`config.mk`:
```
export PLATFORM = sky130hd
export DESIGN_NAME = cond_seed_loader
export DESIGN_NICKNAME = d
export VERILOG_FILES = /design/src/rtl/cond_seed_loader.sv
export SDC_FILE = /design/constraint.sdc
export NUM_CORES = 1
export LEC_CHECK = 0
export ABC_AREA = 1
export BUFFER_PORTS_ARGS = -buffer_cell sky130_fd_sc_hd__buf_2
export CAP_MARGIN = 30
export CORE_AREA = 4 4 308 310
export CTS_BUF_LIST = sky130_fd_sc_hd__clkbuf_8
export DETAILED_ROUTE_END_ITERATION = 12
export DIE_AREA = 0 0 312 314
export PLACE_DENSITY = 0.5
export SLEW_MARGIN = 20
export SYNTH_ARGS = -nofsm -noshare
export SYNTH_HDL_FRONTEND = slang
export SYNTH_SLANG_ARGS = --single-unit
```
`constraint.sdc`:
```
create_clock -name clk -period 14.45 [get_ports clk]
set_clock_uncertainty 0.15 [all_clocks]
set_input_delay 1.445 -clock clk [delete_from_list [all_inputs] [get_ports clk]]
set_output_delay 1.445 -clock clk [all_outputs]
set_load 0.005 [all_outputs]
```
`src/rtl/cond_seed_loader.sv`:
```
// Pops one conditioned word per seed, presents it to the AES core,
// then counts generated blocks until the next reseed is due.
module cond_seed_loader #(
  parameter int COND_WIDTH   = 384,
  parameter int KEY_WIDTH    = 256,
  parameter int RESEED_LIMIT = 1024
) (
  input  logic                            clk,
  input  logic                            rst,
  input  logic [COND_WIDTH-1:0]           cond_in,
  input  logic                            fifo_empty,
  output logic                            deque,
  output logic [KEY_WIDTH-1:0]            seed_key,
  output logic [COND_WIDTH-KEY_WIDTH-1:0] seed_v,
  output logic                            seed_valid,
  input  logic                            seed_ready,
  input  logic                            gen_done,
  input  logic                            force_reseed,
  output logic                            reseed_req,
  output logic [15:0]                     blk_cnt
);

  localparam int V_WIDTH = COND_WIDTH - KEY_WIDTH;
  localparam logic [31:0] LIMIT = RESEED_LIMIT;

  typedef enum logic [1:0] {
    S_WAIT,
    S_PRESENT,
    S_RUN
  } state_t;

  state_t state, state_nxt;

  logic [16:0] cnt_sum;
  logic [15:0] cnt_inc;
  logic        hit_limit;
  logic        accept;

  // Saturating increment; the limit is judged on the post-increment count.
  always_comb begin
    cnt_sum   = {1'b0, blk_cnt} + {16'd0, gen_done};
    cnt_inc   = cnt_sum[16] ? 16'hFFFF : cnt_sum[15:0];
    hit_limit = gen_done && ({15'd0, cnt_sum} >= LIMIT);
  end

  always_comb begin
    state_nxt = state;
    deque     = 1'b0;
    accept    = 1'b0;
    unique case (state)
      S_WAIT: begin
        // rst gate keeps the pop strobe quiet while reset is held.
        if (!fifo_empty && !rst) begin
          deque     = 1'b1;
          state_nxt = S_PRESENT;
        end
      end
      S_PRESENT: begin
        if (seed_ready) begin
          accept    = 1'b1;
          state_nxt = S_RUN;
        end
      end
      S_RUN: begin
        if (force_reseed || hit_limit)
          state_nxt = S_WAIT;
      end
      default: state_nxt = S_WAIT;
    endcase
  end

  assign seed_valid = (state == S_PRESENT);
  assign reseed_req = (state == S_WAIT);

  always_ff @(posedge clk or posedge rst) begin
    if (rst) state <= S_WAIT;
    else     state <= state_nxt;
  end

  // Seed material is wiped as soon as the core has taken it.
  always_ff @(posedge clk or posedge rst) begin
    if (rst) begin
      seed_key <= '0;
      seed_v   <= '0;
    end else if (deque) begin
      seed_key <= cond_in[KEY_WIDTH-1:0];
      seed_v   <= cond_in[COND_WIDTH-1:KEY_WIDTH];
    end else if (accept) begin
      seed_key <= '0;
      seed_v   <= {V_WIDTH{1'b0}};
    end
  end

  always_ff @(posedge clk or posedge rst) begin
    if (rst)
      blk_cnt <= 16'd0;
    else if (accept)
      blk_cnt <= 16'd0;
    else if (state == S_RUN && gen_done)
      blk_cnt <= cnt_inc;
  end

endmodule
```
; ---- Word level (Yosys, flattened, before mapping)
; Cells that the tools add are included.
[word_totals]
reg_bits = 402
output_inout_bits = 403
wordCells = 36
[op_classes]
addsub = 1
eq_ne = 5
muxes = 15
n_reduce_logical = 10
n_lt_le_gt_ge = 1
[ops]
columns = op, n
row1 = two-way mux 256 bit, 2
row2 = two-way mux 128 bit, 2
row3 = two-way mux 16 bit, 3
row4 = adder 16 x 1 -> 17 bit, 1
row5 = greater-or-equal comparator 17 x 11 -> 1 bit (second input constant), 1
row6 = two-way mux 2 bit, 3
row7 = case mux 2 bit (3 select lines), 1
row8 = two-way mux 1 bit, 4
row9 = != test 2 x 1 -> 1 bit (second input constant), 2
row10 = nonzero test 2 bit, 2
row11 = logical AND 1 bit, 3
row12 = AND reduction 3 bit, 1
row13 = equality test 2 x 1 -> 1 bit (second input constant), 1
row14 = equality test 2 bit (second input constant), 1
row15 = zero test 1 bit, 2
row16 = zero test 2 bit, 1
row17 = != test 2 bit (second input constant), 1
row18 = logical OR 1 bit, 1

; ---- Depth between registers and ports, before layout
; Gate-level depths: netlist (run 1).
[depth]
ltp_word = 6
ltp_mapped = 13

; ---- Worst setup path after synthesis (run 1)
; Ideal clock, no wire load.
[synth_path]
kind = input -> output
startpoint = in rst
endpoint = out deque
path_stages = 2
path_slack_ns = 10.763
required_ns = 12.855
arrival_time_ns = 2.092
path_buffers = 1
cell_sequence = nor4_4 -> clkbuf_1
[synth_via]
elab_chain_len = 4
[synth_lines]
columns = item, line
row1 = "start, declared", 9  ; input logic rst,
row2 = zero test 1 bit (no line), --
row3 = logical AND 1 bit, 53  ; if (!fifo_empty && !rst) begin
row4 = two-way mux 1 bit, 53
row5 = two-way mux 1 bit, 50  ; unique case (state)
row6 = "end, declared", 12  ; output logic deque,
; No other way between the ends.

; ---- Worst setup path in the final report (run 1)
; Same ends and word-level chain as after synthesis.

==> out/results.md, run 1 <==
| Group | Quantity | Reported |
| --- | --- | --- |
| pwr | Clk network pwr share | 0.287 |
| drt | Post-route met1 wirelength | 25700 µm |
| timing | Setup violations, final | 0 |
| clocking | Master cell of the clock root buffer | sky130_fd_sc_hd__clkbuf_8 |
| drt | Routed length on met3 | 4780 µm |
| die | Initial core utilization | 0.175 |
| synthesis | Number of nets produced by synthesis | 2215 |
| pwr | Internal power component | 2.66 mW |
| placed design | Cell area after placement | 0.0211 mm² |
| critical path | Class of the most critical setup path | in2out |
| finish | Filler cells | 10200 |
| synthesis | Post-synthesis cell count | 1823 |
| finish | Most common cell after layout, fill and taps aside | sky130_fd_sc_hd__nand2_1 |
| clocking | Setup Buffers After CTS | 0 |
| clocking | Post-CTS Hold Fix Bufs | 0 |
| drt | Average via count per standard cell | 4.04 |
| pwr | Switching Fraction | 0.348 |
| run | Maximum capacitance violations | 0 |
| drt | First-pass iteration count of the detailed router | 5 |
| pwr | Leakage | 13.1 nW |
| pwr | Sequential share of power | 0.425 |
| grt | Global router's overall resource usage | 0.126 |
| critical path | Endpoint kind of the worst setup timing path | primary output |
| drt | Routed vias | 15500 |
| timing | Transition time at the pin with the least slew margin | 1.22 ns |
| grt | Global route total overflow | 0 |
| die | Die Y | 314 µm |
| clocking | Number of buffers between clock root and the deepest sink | 3 |
| die | Core area | 0.0917 mm² |
| timing | Min cycle time layout | 4.20 ns |
| timing | Crit share post-route | 0.291 |
| drt | Antenna Violating Nets Remaining | 0 |
| finish | Post-Layout Inst Area | 0.0228 mm² |
| finish | Final net count | 2975 |
| timing | Count of endpoints failing hold in the final timing report | 0 |
| grt | Pin count of the biggest net entering global routing | 192 |
| die | Die outline width | 312 µm |
| placed design | I/O Buffers | 792 |
| timing | Highest attainable clock frequency | 238 MHz |
| clocking | CTS clock-pin slew for the worst setup and hold paths | 0.05 ns |
| die | Total number of placement rows | 111 |
| finish | Share of post-route cells with drive strength above 1 | 0.351 |
| drt | Average routed wire per standard cell | 16.9 µm |
| critical path | Crit path DAT | 2.61 ns |
| placed design | Total half-perimeter wirelength after legalization and detailed placement | 45600 µm |
| clocking | H-tree Lvls | 3 |
| grt | Number of global-route vias before repair | 15500 |
| synthesis | Count of different cell masters after synthesis | 20 |
| pwr | Combinational power share | 0.288 |
| timing | Setup repair after global routing missed its margin | false |
| status | Status | complete, no violations |
| die | Top-level port count | 793 |
| drt | Met2 routed WL | 32600 µm |
| clocking | CTS tree | built |
| synthesis | Dominant cells by area after synthesis | sky130_fd_sc_hd__dfrtp_1 (63%), sky130_fd_sc_hd__nand2_1 (19%), sky130_fd_sc_hd__nand3_1 (13%) |
| drt | Count of routing violations after the opening detailed-route iteration | 1124 |
| finish | Final instance count without filler cells | 3831 |
| min path | Worst hold-check path type | reg2reg |
| drt | Drt total wl | 64800 µm |
| timing | Total count of max-transition violations in the final report | 0 |
| placed design | Placed cell count | 3686 |
| critical path | Startpoint Class | primary input |
| synthesis | Number of synthesized register bits | 402 |
| grt | Initial antenna violation count | 8 |
| synthesis | Average cell area after synthesis | 8.81 µm² |
| pwr | Reported net switching power | 1.42 mW |
| synthesis | Mapped cell area | 0.0161 mm² |
| timing | Smallest hold slack | 0.338 ns |
| placed design | Placer Congestion | 0.855 |
| finish | Area delta synth->final | 41.9% |
| timing | Total negative setup slack | 0 ns |
| clocking | Cells resized by post-CTS repair | 0 |
| die | Full die area | 0.0980 mm² |
| finish | Commonest cells after routing, fill and taps aside | sky130_fd_sc_hd__nand2_1 (809), sky130_fd_sc_hd__buf_2 (792), sky130_fd_sc_hd__nand3_1 (402), sky130_fd_sc_hd__dfrtp_1 (402), sky130_fd_sc_hd__clkbuf_8 (94) |
| pwr | IR Drop Worst-Case VDD | 0.0642 mV |
| synthesis | Most area-hungry cell type in the Yosys netlist | sky130_fd_sc_hd__dfrtp_1 |
| pwr | Power density relative to cell area | 179 mW/mm² |
| synthesis | Portion of synthesized cell area occupied by the leading cell type | 0.626 |
| clocking | Clock insertion delay at the later pin of the skew report | 0.68 ns |
| grt | Wire length of the first global-routing pass | 97000 µm |
| clocking | Number of buffers created by CTS | 78 |
| drt | Top layer in use | met5 |
| drt | Remaining routing DRC violations | 0 |
| clocking | TritonCTS Sinks | 402 |
| synthesis | Portion of the post-synthesis area used by sequential elements | 0.626 |
| critical path | Critical path required time | 12.86 ns |
| synthesis | Yosys warns | 0 |
| critical path | Biggest fanout along the worst timing path | 50 |
| timing | Headroom to the max-slew limit | 0.186 |
[path summary, 6_finish.rpt]
path / startpoint / slack [ns] / endpoint / depth (start not counted)
min in group asynchronous: rst / 0.75 / seed_v[88] / 2
min reg2reg: seed_v[123] / 0.34 / seed_v[123] / 2
max in group asynchronous: rst / 11.34 / seed_key[196] / 5
min: seed_v[123] / 0.34 / seed_v[123] / 2
max: rst / 10.25 / deque / 4
max reg2reg: state[1] / 10.69 / seed_key[178] / 7
[metal layers]
layer / up-vias / global-route usage
met5: - / 0
met2: 574 / 0.217
met1: 7392 / 0.150
met3: 99 / 0.0342
li1: 7393 / -
met4: 2 / 0.0513
[power by group through the flow]
stage / logic, mW / clock network [mW] / registers [mW]
after detailed placement: 1.20 / 0 / 1.75
final: 1.17 / 1.17 / 1.74
after floorplan: 0.474 / 0 / 1.78
after global routing: 1.31 / 1.28 / 1.79
after global placement: 1.19 / 0 / 1.75
after CTS: 1.20 / 1.23 / 1.74
[cells in the mapped netlist]
cell	count
sky130_fd_sc_hd__o221ai_1	3
sky130_fd_sc_hd__inv_1	20
sky130_fd_sc_hd__a21oi_1	6
sky130_fd_sc_hd__nand4_1	3
sky130_fd_sc_hd__xor2_1	1
sky130_fd_sc_hd__dfrtp_1	402
sky130_fd_sc_hd__o21ai_0	10
sky130_fd_sc_hd__buf_1	15
sky130_fd_sc_hd__o22ai_1	6
sky130_fd_sc_hd__inv_2	1
sky130_fd_sc_hd__nor4_4	1
sky130_fd_sc_hd__o311ai_0	2
sky130_fd_sc_hd__ha_1	2
sky130_fd_sc_hd__nor2_1	22
sky130_fd_sc_hd__nand3_1	402
sky130_fd_sc_hd__o31ai_1	1
sky130_fd_sc_hd__o211ai_1	1
sky130_fd_sc_hd__clkbuf_1	71
sky130_fd_sc_hd__buf_2	44
sky130_fd_sc_hd__nand2_1	810
[sequential cells by signal, indices dropped and copies added, names as in the netlist]
name      flops
seed_key    256
seed_v      128
state         2
blk_cnt      16
[final cells by class]
cell class | count | area [µm²] | area share
flip-flops and latches | 402 | 10100 | 0.441
multi-input cells | 1270 | 5390 | 0.236
repair buffers | 810 | 4180 | 0.183
well taps | 1186 | 1480 | 0.0651
clock buffers | 94 | 1290 | 0.0567
clock inverters | 41 | 278 | 0.0122
inverters | 21 | 93.8 | 0.00412
diodes | 7 | 17.5 | 0.000768
[per-stage QoR]
stage | util | power (mW) | setup WS (ns)
6_report | 0.249 | 4.08 | 10.25
5_1_grt | 0.249 | 4.38 | 10.05
4_1_cts | 0.248 | 4.17 | 10.23
3_5_place_dp | 0.231 | 2.95 | 9.41
3_3_place_gp | 0.231 | 2.94 | 9.43
2_1_floorplan | - | 2.25 | 1.67
[cell families after synthesis]
kind of cell,count (synthesis),synth area share
buffers and inverters,151,0.0387
and+or+nand+nor,1238,0.322
adders and majority gates,2,0.00156
xor gates and xnor gates,1,0.000545
DFF,402,0.626
AOI/OAI and AO/OA,29,0.0110
[worst max-delay path, stage by stage]
cell and delay, ns:
sky130_fd_sc_hd__buf_2 0.15, sky130_fd_sc_hd__nor4_4 0.21, sky130_fd_sc_hd__buf_4 0.55, sky130_fd_sc_hd__buf_2 0.23
(Power assumes the default switching activity.)
==> run 2, diff against run 1 <==
Settings changed: CORE_AREA 4 4 308 310 to 4 4 307 309, DIE_AREA 0 0 312 314 to 0 0 311 313, PLACE_DENSITY 0.5 to 0.51.
Clock period 14.45 ns to 3.63 ns, I/O delays scaled along.
==> out/results.md, run 2 (same netlist as run 1, synthesis figures left out) <==
| Group | Quantity | Reported |
| --- | --- | --- |
| critical path | Crit path DAT | 2.50 ns |
| finish | Total area of multi-input combinational cells | 0.00539 mm² |
| critical path | Startpoint Class | register |
| critical path | Critical path required time | 3.12 ns |
| die | Die Y | 313 µm |
| run | Maximum capacitance violations | 0 |
| placed design | Total half-perimeter wirelength after legalization and detailed placement | 44600 µm |
| status | Status | complete, no violations |
| finish | Number of flip-flops in the largest register | 256 |
| clocking | CTS tree | built |
| placed design | I/O Buffers | 792 |
| pwr | Leakage | 14.8 nW |
| drt | Drt total wl | 67200 µm |
| finish | Final net count | 3366 |
| timing | Transition time at the pin with the least slew margin | 0.845 ns |
| min path | Worst hold path stage count | 5 |
| finish | Area delta synth->final | 66.3% |
| timing | Setup repair after global routing missed its margin | false |
| die | Initial core utilization | 0.176 |
| placed design | Placer Congestion | 0.867 |
| clocking | H-tree Lvls | 3 |
| finish | Biggest registers after layout | seed_key: 256 flops, seed_v: 128 flops, blk_cnt: 16 flops |
| critical path | Source of the worst register-to-register timing path | state[1] |
| timing | Min setup slack post-route | 0.618 ns |
| grt | Initial antenna violation count | 3 |
| clocking | Cells resized by post-CTS repair | 0 |
| grt | Wire length of the first global-routing pass | 104000 µm |
| drt | First-pass iteration count of the detailed router | 5 |
| timing | Min cycle time layout | 3.01 ns |
| die | Core area | 0.0914 mm² |
| clocking | Number of buffers created by CTS | 76 |
| clocking | CTS clock-pin slew for the worst setup and hold paths | 0.06 ns |
| critical path | Count of cells along the worst register-to-register path | 5 |
| die | Total number of placement rows | 111 |
| grt | Number of global-route vias before repair | 18000 |
| die | Full die area | 0.0973 mm² |
| drt | Count of routing violations after the opening detailed-route iteration | 1125 |
| timing | Setup violations, final | 0 |
| placed design | Worst slack at placement | 1.09 ns |
| clocking | Clock insertion delay at the later pin of the skew report | 0.69 ns |
| drt | Remaining routing DRC violations | 0 |
| timing | Total count of max-transition violations in the final report | 0 |
| timing | Headroom to the max-slew limit | 0.437 |
| pwr | Power density relative to cell area | 616 mW/mm² |
| timing | Smallest hold slack | 0.116 ns |
| clocking | Number of buffers between clock root and the deepest sink | 3 |
| finish | Filler cells | 9702 |
| clocking | TritonCTS Sinks | 402 |
| drt | Routed vias | 17100 |
| critical path | Class of the most critical setup path | reg2out |
| finish | Reg with most FFs | seed_key |
| die | Die outline width | 311 µm |
| critical path | Biggest fanout along the worst timing path | 109 |
| pwr | IR Drop Worst-Case VDD | 0.281 mV |
| timing | Highest attainable clock frequency | 332 MHz |
| finish | Most common cell after layout, fill and taps aside | sky130_fd_sc_hd__nand2_1 |
| grt | Global router's overall resource usage | 0.133 |
| finish | Post-Layout Inst Area | 0.0267 mm² |
| timing | Crit share post-route | 0.830 |
| placed design | Cell area after placement | 0.0213 mm² |
| critical path | Endpoint kind of the worst setup timing path | primary output |
| timing | Count of endpoints failing hold in the final timing report | 0 |
| critical path | Reg2Reg Capture Point | seed_key[97] |
| drt | Average routed wire per standard cell | 15.9 µm |
| timing | Total negative setup slack | 0 ns |
| min path | Hold endpoint | seed_v[122] |
| min path | Start point of the worst hold path | fifo_empty |
| finish | Utilization after layout | 0.292 |
| drt | Antenna Violating Nets Remaining | 0 |
| grt | Pin count of the biggest net entering global routing | 153 |
| die | Top-level port count | 793 |
| clocking | Master cell of the clock root buffer | sky130_fd_sc_hd__clkbuf_8 |
| min path | Worst hold-check path type | in2reg |
| finish | FF/Latch Area | 0.0101 mm² |
| drt | Average via count per standard cell | 4.05 |
| grt | Global route total overflow | 0 |
| finish | Commonest cells after routing, fill and taps aside | sky130_fd_sc_hd__nand2_1 (809), sky130_fd_sc_hd__buf_2 (792), sky130_fd_sc_hd__nand3_1 (402), sky130_fd_sc_hd__dfrtp_1 (402), sky130_fd_sc_hd__dlygate4sd3_1 (390) |
| critical path | Worst reg2reg setup slack | 0.88 ns |
| finish | Share of post-route cells with drive strength above 1 | 0.305 |
-- run 2: cell count changes in the layout (fill, tap and decap cells not counted), moves of 2 or more --
| cell | previous run | this run |
|---|---|---|
| sky130_fd_sc_hd__buf_12 | 2 | 12 |
| sky130_fd_sc_hd__buf_16 | 3 | 0 |
| sky130_fd_sc_hd__buf_4 | 13 | 9 |
| sky130_fd_sc_hd__bufinv_16 | 3 | 1 |
| sky130_fd_sc_hd__clkinv_2 | 8 | 4 |
| sky130_fd_sc_hd__diode_2 | 7 | 5 |
| sky130_fd_sc_hd__dlygate4sd3_1 | 0 | 390 |
| sky130_fd_sc_hd__inv_1 | 41 | 45 |
| sky130_fd_sc_hd__inv_8 | 2 | 4 |
-- run 2: area by class of cell --
type / instances / share of cell area
Tap cell: 1186 / 0.0555
Clock buffer: 94 / 0.0484
Inverter: 21 / 0.00337
Antenna cell: 5 / 0.000468
Sequential cell: 402 / 0.376
Multi-Input combinational cell: 1270 / 0.202
Clock inverter: 38 / 0.00801
Timing Repair Buffer: 1203 / 0.306
-- run 2: per-layer routing --
metal	global-route usage	wire, µm
met5	0	13
met4	0.0671	3270
met3	0.0420	4840
met2	0.224	32900
met1	0.152	26200
-- run 2: power breakdown --
| part | switching (mW) | internal (mW) | total, mW |
|---|---|---|---|
| registers | 0.848 | 6.05 | 6.90 |
| logic | 2.79 | 2.28 | 5.08 |
| clock network | 2.06 | 2.41 | 4.48 |
-- run 2: repair_timing --
| item | in CTS | in global routing |
|---|---|---|
| hold buffers | 390 | 0 |
| setup buffers | 0 | 0 |
| endpoints found under the hold margin | 404 | 0 |
-- run 2: critical path: stages, from the launching register on --
cell                      delay, ns
sky130_fd_sc_hd__dfrtp_1       0.45
sky130_fd_sc_hd__nor4_4        0.70
sky130_fd_sc_hd__buf_12        0.40
sky130_fd_sc_hd__buf_2         0.20
-- run 2: worst max-delay path by stage --
stage                     startpoint            end  slack (ns)  cells past startpoint
after global placement      state[1]  seed_key[122]        1.11                      5
final                       state[1]          deque        0.62                      3
after floorplan                  rst     blk_cnt[0]       -2.30                      1
after detailed placement    state[1]  seed_key[129]        1.09                      5
after CTS                   state[1]          deque        0.45                      3
after global routing        state[1]          deque        0.40                      3
-- run 2: metrics by stage --
step                      power [mW]  instances
after floorplan                 8.98       1823
after global routing            17.6       4215
final                           16.5       4219
after detailed placement        11.7       3692
after CTS                       16.7       4214
after global placement          11.7       3692
==> run 3, diff against run 2 <==
Settings changed: CORE_AREA 4 4 307 309 to 4 4 308 310, DIE_AREA 0 0 311 313 to 0 0 312 314, PLACE_DENSITY 0.51 to 0.5.
Clock period 3.63 ns to 2.9 ns, I/O delays scaled along.
==> out/results.md, run 3 (same netlist as run 1, synthesis figures left out) <==
| Group | Quantity | Reported |
| --- | --- | --- |
| critical path | Source of the worst register-to-register timing path | blk_cnt[0] |
| pwr | Switching Fraction | 0.343 |
| clocking | TritonCTS Sinks | 402 |
| pwr | Combinational power share | 0.320 |
| clocking | Clock insertion delay at the later pin of the skew report | 0.65 ns |
| drt | Remaining routing DRC violations | 0 |
| timing | Headroom to the max-slew limit | 0.510 |
| critical path | Startpoint Class | register |
| timing | Crit share post-route | 0.914 |
| pwr | Final Total Pwr | 20.7 mW |
| drt | Drt total wl | 68900 µm |
| pwr | IR Drop Worst-Case VDD | 0.424 mV |
| timing | Setup violations, final | 0 |
| placed design | Total half-perimeter wirelength after legalization and detailed placement | 48200 µm |
| min path | Worst hold-check path type | in2async |
| grt | Number of global-route vias before repair | 18100 |
| timing | Setup repair after global routing missed its margin | false |
| timing | Transition time at the pin with the least slew margin | 0.735 ns |
| grt | Initial antenna violation count | 2 |
| clocking | Number of buffers created by CTS | 76 |
| clocking | Number of buffers between clock root and the deepest sink | 3 |
| critical path | Critical path required time | 3.29 ns |
| placed design | I/O Buffers | 792 |
| clocking | Master cell of the clock root buffer | sky130_fd_sc_hd__clkbuf_8 |
| pwr | Power density relative to cell area | 760 mW/mm² |
| run | Maximum capacitance violations | 0 |
| grt | Most congested layer reported by global routing | met2 |
| drt | First-pass iteration count of the detailed router | 6 |
| clocking | CTS tree | built |
| grt | Global route total overflow | 0 |
| critical path | Crit path DAT | 3.04 ns |
| finish | Reg with most FFs | seed_key |
| pwr | Clk network pwr share | 0.260 |
| drt | Average via count per standard cell | 4.08 |
| finish | Share of post-route cells with drive strength above 1 | 0.311 |
| grt | Met1 GRT Util | 0.157 |
| critical path | Worst path cell trace | ha_1 > nand2_1 > nor2_1 > nand2_1 > nor2_1 > nand2_1 > nand3_1 > nor2_1 > nand2_1 > nand2_1 > nand2_1 > dlygate4sd3_1 > nand2_1 |
| timing | Total count of max-transition violations in the final report | 0 |
| finish | Area delta synth->final | 69.4% |
| placed design | Placer Congestion | 0.909 |
| drt | Routed vias | 17500 |
| clocking | CTS clock-pin slew for the worst setup and hold paths | 0.06 ns |
| pwr | Sequential share of power | 0.420 |
| pwr | Leakage | 15.1 nW |
| drt | Average routed wire per standard cell | 16.1 µm |
| finish | Number of flip-flops in the largest register | 256 |
| drt | Antenna Violating Nets Remaining | 0 |
| timing | Count of endpoints failing hold in the final timing report | 0 |
| finish | Biggest registers after layout | seed_key: 256 flops, seed_v: 128 flops, blk_cnt: 16 flops |
| timing | Total negative setup slack | 0 ns |
| timing | Highest attainable clock frequency | 377 MHz |
| critical path | Endpoint kind of the worst setup timing path | register |
| die | Core area | 0.0917 mm² |
| die | Full die area | 0.0980 mm² |
| critical path | Count of cells along the worst register-to-register path | 13 |
| grt | Global-route track usage on met2 | 0.227 |
| critical path | Reg2Reg Capture Point | state[1] |
| die | Top-level port count | 793 |
| finish | Final net count | 3430 |
| die | Total number of placement rows | 111 |
| status | Status | complete, no violations |
| critical path | Worst reg2reg setup slack | 0.25 ns |
| die | Die Y | 314 µm |
| drt | Count of routing violations after the opening detailed-route iteration | 1089 |
| critical path | Class of the most critical setup path | reg2reg |
| pwr | Reported net switching power | 7.10 mW |
| grt | GR Util met3 | 0.0390 |
| finish | Most common cell after layout, fill and taps aside | sky130_fd_sc_hd__nand2_1 |
| die | Die outline width | 312 µm |
| critical path | CP peak stage delay | 0.54 ns |
| critical path | Biggest fanout along the worst timing path | 5 |
| grt | Pin count of the biggest net entering global routing | 109 |
| clocking | H-tree Lvls | 3 |
| pwr | Internal power component | 13.6 mW |
| grt | Wire length of the first global-routing pass | 105000 µm |
| critical path | Slowest stage cell on the critical path | sky130_fd_sc_hd__dlygate4sd3_1 |
| critical path | Top cell by count, worst path | sky130_fd_sc_hd__nand2_1 |
| die | Initial core utilization | 0.175 |
| grt | Global router's overall resource usage | 0.134 |
| finish | Commonest cells after routing, fill and taps aside | sky130_fd_sc_hd__nand2_1 (809), sky130_fd_sc_hd__buf_2 (792), sky130_fd_sc_hd__dlygate4sd3_1 (406) |
| timing | Min cycle time layout | 2.65 ns |
## run 3: cell type report
cell class	instances	area, µm²
multi-input combinational	1270	5400
clock buffer	90	1240
antenna	3	7.51
sequential	402	10100
clock inverter	37	199
timing repair buffer	1267	8750
inverter	21	90.1
fill	9732	64400
tap	1186	1480
## run 3: worst max-delay path, delay by kind of cell, from the launching register on
kind          cells  cell delay [ns]
fa+ha+maj         1             0.18
buf+inv           1             0.54
flops             1             0.38
simple gates     11             1.28
## run 3: worst max path at each step
stage,slack (ns),startpoint,cells past startpoint,to
3_5_place_dp,0.62,state[1],5,seed_key[92]
2_1_floorplan,-2.95,rst,1,blk_cnt[0]
5_1_grt,0.03,blk_cnt[0],13,state[1]
6_report,0.25,blk_cnt[0],13,state[1]
3_3_place_gp,0.64,gen_done,8,blk_cnt[6]
4_1_cts,0.20,state[0],4,deque
## run 3: routing by layer
| metal | vias to the layer above | part of all wire |
|---|---|---|
| li1 | 8292 | - |
| met1 | 8346 | 0.40 |
| met2 | 661 | 0.49 |
| met3 | 167 | 0.072 |
| met4 | 0 | 0.040 |
| met5 | - | 0 |
## run 3: power by group through the flow
stage	sequential [mW]	clock [mW]	combinational, mW
detailed placement	8.73	0	6.18
finish	8.69	5.38	6.62
global placement	8.73	0	6.11
floorplan	8.87	0	2.36
global route	8.93	5.88	7.33
CTS	8.68	5.63	6.69
## run 3: repair_timing
action,CTS,global route
endpoints found under the setup margin,1,1
hold buffers,406,0
gates cloned,0,0
pin swaps,1,0
endpoints found under the hold margin,548,0
resized for setup,0,1
buffers inserted,1,0
## run 3: per-stage QoR
step,area (µm²),hold WS [ns],instances,utilization,worst slack [ns]
after floorplan,16100,0.238,1823,-,-2.95
after global placement,21700,0.226,3739,0.237,0.643
after global routing,27200,0.0170,4276,0.297,0.0277
after CTS,27200,0.00645,4273,0.297,0.204
after detailed placement,21700,0.228,3739,0.237,0.616
final,27200,0.0960,4276,0.297,0.248
